$ cat src/rtl/alarm.sv
// Home-security alarm decision block.
// Raises ALARM on a panic request (PANIC is active-low), or when the system is
// armed, the occupant is not exiting, and any of window/door/garage is open.
// Every input goes through its own SYNC_STAGES-deep synchroniser and ALARM is
// registered, so an input change reaches ALARM SYNC_STAGES+1 cycles later.
// Optional feature macro: ALARM_LATCH_EN. When it is defined, a triggered alarm
// stays on until the system is disarmed or reset.
module alarm #(
   parameter int SYNC_STAGES = 2
) (
   input  logic CLK,
   input  logic RST,
   input  logic PANIC,
   input  logic ENABLE,
   input  logic EXITING,
   input  logic WINDOW,
   input  logic DOOR,
   input  logic GARAGE,
   output logic ALARM
);

   logic [SYNC_STAGES-1:0] sync_p;
   logic [SYNC_STAGES-1:0] sync_e;
   logic [SYNC_STAGES-1:0] sync_x;
   logic [SYNC_STAGES-1:0] sync_w;
   logic [SYNC_STAGES-1:0] sync_d;
   logic [SYNC_STAGES-1:0] sync_g;

   logic p;
   logic e;
   logic x;
   logic w;
   logic d;
   logic g;
   logic secure;
   logic alarm_next;

   // Synchroniser chains; the panic chain resets to its idle level (1).
   always_ff @(posedge CLK or posedge RST) begin
      if (RST) begin
         sync_p <= '1;
         sync_e <= '0;
         sync_x <= '0;
         sync_w <= '0;
         sync_d <= '0;
         sync_g <= '0;
      end else begin
         sync_p <= {sync_p[SYNC_STAGES-2:0], PANIC};
         sync_e <= {sync_e[SYNC_STAGES-2:0], ENABLE};
         sync_x <= {sync_x[SYNC_STAGES-2:0], EXITING};
         sync_w <= {sync_w[SYNC_STAGES-2:0], WINDOW};
         sync_d <= {sync_d[SYNC_STAGES-2:0], DOOR};
         sync_g <= {sync_g[SYNC_STAGES-2:0], GARAGE};
      end
   end

   assign p = sync_p[SYNC_STAGES-1];
   assign e = sync_e[SYNC_STAGES-1];
   assign x = sync_x[SYNC_STAGES-1];
   assign w = sync_w[SYNC_STAGES-1];
   assign d = sync_d[SYNC_STAGES-1];
   assign g = sync_g[SYNC_STAGES-1];

   // All openings closed.
   assign secure = w & d & g;

   // Panic wins outright; otherwise the alarm needs armed, not exiting, something open.
   assign alarm_next = ~p | (e & ~x & ~secure);

`ifdef ALARM_LATCH_EN
   logic flag;
   logic flag_next;

   // Sticky flag: disarming without panic clears it, any alarm condition sets it.
   always_comb begin
      flag_next = flag;
      if (~e & p) begin
         flag_next = 1'b0;
      end else if (alarm_next) begin
         flag_next = 1'b1;
      end
   end

   // Flag register.
   always_ff @(posedge CLK or posedge RST) begin
      if (RST) begin
         flag <= 1'b0;
      end else begin
         flag <= flag_next;
      end
   end

   // Registered output, using the post-update flag so disarming silences the siren
   // on the same edge the clear takes effect.
   always_ff @(posedge CLK or posedge RST) begin
      if (RST) begin
         ALARM <= 1'b0;
      end else begin
         ALARM <= alarm_next | flag_next;
      end
   end
`else
   // Registered output that follows the alarm condition directly.
   always_ff @(posedge CLK or posedge RST) begin
      if (RST) begin
         ALARM <= 1'b0;
      end else begin
         ALARM <= alarm_next;
      end
   end
`endif

endmodule

$ cat config.mk
export PLATFORM = sky130hd
export DESIGN_NAME = alarm
export DESIGN_NICKNAME = d
export VERILOG_FILES = /design/src/rtl/alarm.sv
export SDC_FILE = /design/constraint.sdc
export NUM_CORES = 1
export LEC_CHECK = 0
export CAP_MARGIN = 25
export CELL_PAD_IN_SITES_DETAIL_PLACEMENT = 1
export CELL_PAD_IN_SITES_GLOBAL_PLACEMENT = 2
export CORE_AREA = 2 2 39 41
export DETAILED_ROUTE_END_ITERATION = 12
export DIE_AREA = 0 0 41 43
export GPL_ROUTABILITY_DRIVEN = 0
export PLACE_DENSITY_LB_ADDON = 0.12
export SYNTH_ARGS = -nofsm -noshare
export SYNTH_HDL_FRONTEND = slang
export SYNTH_SLANG_ARGS = --single-unit
$ cat constraint.sdc
create_clock -name CLK -period 1.9 [get_ports CLK]
set_input_delay 0.285 -clock CLK [delete_from_list [all_inputs] [get_ports CLK]]
set_output_delay 0.285 -clock CLK [all_outputs]
set_load 0.01 [all_outputs]
Word-level counts from Yosys, hierarchy flattened
Cells that the tools add are included.

cells by class
  bitwise operators = 8

operators with widths
  kind           number
  $and A1 B1 Y1  4
  $not A1 Y1     3
  $or A1 B1 Y1   1

storage, ports and cells
  bits in registers = 13
  input port bits = 8
  output and inout bits = 1
  word-level logic and storage cells = 15

Logic depth before layout (Yosys ltp)
  depth in word-level cells = 5
  mapped depth = 2

Worst setup path after synthesis
OpenSTA, ideal clock, no wires.

  path kind = reg2reg
  start point = register sync_w[1]
  end point = register ALARM
  data arrival time = 0.594 ns
  data required time = 1.826 ns
  path slack = 1.232 ns
  cell stages (with the launch flop) = 3
  path buffers = 0
  period minus slack after synthesis = 0.668 ns
  path through = dfrtp_1 and3_1 o21ai_2

between the ends
  cells in the longest elaborated chain, start to end = 5

ends and longest elaborated chain
  what                         line  text
  start: declaration           25    logic [SYNC_STAGES-1:0] sync_w;
  start signal: assignment     51    sync_w <= {sync_w[SYNC_STAGES-2:0], WINDOW};
  $and A1 B1 Y1 (2 in series)  65    assign secure = w & d & g;
  $not A1 Y1                   68    assign alarm_next = ~p | (e & ~x & ~secure);
  $and A1 B1 Y1                68
  $or A1 B1 Y1                 68
  net alarm_next               36    logic alarm_next;
  end signal: assignment       108   ALARM <= alarm_next;
  end: declaration             19    output logic ALARM

The timed path passes the listed nets, and every way through them passes these cells.

Final worst setup path
  start point = register ALARM
  end point = output ALARM

No word-level cell between the ends.

==> run summary <==
Status: finished clean
Total Wirelength: 434 um
Leakage: 0.000210 uW
Synthesized Nets: 25
Global route total overflow: 0
Num CTS Buffers: 3
CTS tree: done
P per Cell Area: 1010 nW/um^2
Post-Layout Cell Count: 45
Syn-to-layout area delta: 35.8%
Dpl cells: 41
Main synth FF type: dfrtp_1
Ranking of synthesized cells by area: dfrtp_1, dfstp_2, o21ai_2, and3_1, nand2b_1
Setup crit end kind: output pin
Routed len/inst: 9.64 um
Sequential Area: 328 um^2
Clock Tree Buf Depth: 2
Post-DR vias/cell: 3.73
Met2 Use GR: 0.0875
Die area: 1760 um^2
Grt met1 use: 0.0839
Startpoint types: flop
Synth Instances: 17
R2R setup slack: 1.19 ns
Port Buffers: 8
Multi-input gate area: 21.3 um^2
Drt pass-1 iters: 1
CP top delay family: buffers and inverters
Row count: 14
FILL cells: 147
Tmin final: 1.40 ns
Hold buffers post-CTS: 0
Cell variety after synth: 6
Initial antenna violation count: 0
Req. time, crit path: 1.62 ns
I/O pin count: 9
Total GRT Usage: 0.0752
Sequential area share after synthesis: 0.929
Wire length of the first global-routing pass: 738 um
Top-count cell post-synth: dfrtp_1
Top post-synthesis cells by count: dfrtp_1, dfstp_2
Maximum vdd drop: 0.282 mV
Post-synthesis cell area: 353 um^2
Ant. Diodes: 0
Synth top area share: 0.780
CP Max Fanout: 1
Clock Pin Slew Worst Setup and Hold Paths: 0.07 ns
Final nets: 38
Synth area leader: dfrtp_1
Worst-skew pair later-pin latency: 0.27 ns
Die X: 41 um
DR DRC count: 0
Async SR Flop Fraction: 1.00
Crit-path max cell delay: 0.52 ns
DIE HEIGHT: 43 um
Final setup TNS: 0 ns
Tightest Pin Transition: 0.454 ns
Max Freq: 714 MHz
Worst Path Arrival: 1.12 ns
PostCTS Resize Cnt: 0
Post-CTS Setup Inserts: 0
Syn Area/Cell: 20.8 um^2
Period Utilization, post-route: 0.737
FF+latch count, synth: 13
H-tree depth: 1
Max Cap Viol: 0
Core area: 1380 um^2
Maximum number of pins on one net before global-route repair: 14
Synth Warn #: 0
RSZ-0062 raised after global routing: false
Final Max Slew Viols: 0
Clk root buf: clkbuf_4
Vias in the first global route: 172
Final hold vios: 0
DR iter-0 viols: 0
Grt peak-use layer: met4
Met3 Resource Use GR: 0.0314
CP Cell Sequence: clkdlybuf4s50_1
Post-synth EDFFs: 0
Final setup fails: 0
Slowest-stage cell, CP: clkdlybuf4s50_1
Max_slew headroom: 0.697
Kind of critical path: reg2out
Final ANT Viol Nets: 0
Vias: 168
Initial Util: 0.255
CTS sink count: 13
Worst Hold Class: in2async
Worst Path Buf+Inv: 1
Ratio of cells with drive above 1 in the final layout: 0.207
Clk_skew: 0.00240 ns
-- cell type report --
type	count	share of cell area
Multi-Input combinational cell	3	0.0444
Timing Repair Buffer	8	0.167
Sequential cell	13	0.684
Clock buffer	4	0.0548
Tap cell	16	0.0418
Inverter	1	0.00783
-- metal layers --
layer,share of wire,vias up
met5,0,-
met4,0.044,0
met3,0.12,2
met2,0.52,11
met1,0.32,80
li1,-,75
-- state kept, by name, summed over array words and instances, names as in the netlist --
name,count
sync_d,2
sync_e,2
sync_g,2
sync_p,2
sync_w,2
sync_x,2
ALARM,1
-- path summary, 6_finish.rpt --
kind | cells after the start | startpoint | endpoint
setup reg to reg | 2 | sync_w[1] | ALARM
min in group CLK | 0 | sync_e[0] | sync_e[1]
hold reg to reg | 0 | sync_e[0] | sync_e[1]
setup / recovery | 1 | ALARM | ALARM
max in group asynchronous | 2 | RST | sync_p[1]
hold / removal | 2 | RST | sync_d[1]
-- power breakdown --
group / internal, uW / total [uW] / leakage, uW / switching, uW
Combinational: 16.6 / 25.6 / 0.0000469 / 8.95
Clock: 81.3 / 161 / 0.0000150 / 80.1
Sequential: 292 / 296 / 0.000149 / 3.46
-- cell usage in the layout (no fill, tap or decap) --
cell type / count
and3_1: 1
clkbuf_1: 1
clkbuf_4: 3
clkdlybuf4s50_1: 8
dfrtp_1: 11
dfstp_2: 2
inv_1: 1
nand2b_1: 1
o21ai_2: 1
-- stage by stage --
step | worst slack, ns | hold slack (ns) | instance area [um^2] | utilization | total power (uW)
6_report | 0.499 | 0.320 | 479 | 0.346 | 483
5_1_grt | 0.448 | 0.362 | 479 | 0.346 | 513
4_1_cts | 0.481 | 0.325 | 479 | 0.346 | 493
3_5_place_dp | 0.788 | 0.336 | 453 | 0.327 | 328
3_3_place_gp | 0.792 | 0.334 | 453 | 0.327 | 326
2_1_floorplan | 1.23 | 0.161 | 353 | - | 308
-- logic make-up (layout without fill, tap and decap cells) --
kind of cell | count (synthesis) | in the layout | synth area share
buffers and inverters | 1 | 13 | 0.0106
flip-flops | 13 | 13 | 0.929
AO/OA/AOI/OAI | 1 | 1 | 0.0248
AND/OR/NAND/NOR | 2 | 2 | 0.0355
Note: power is estimated with default switching activity, not from simulation.
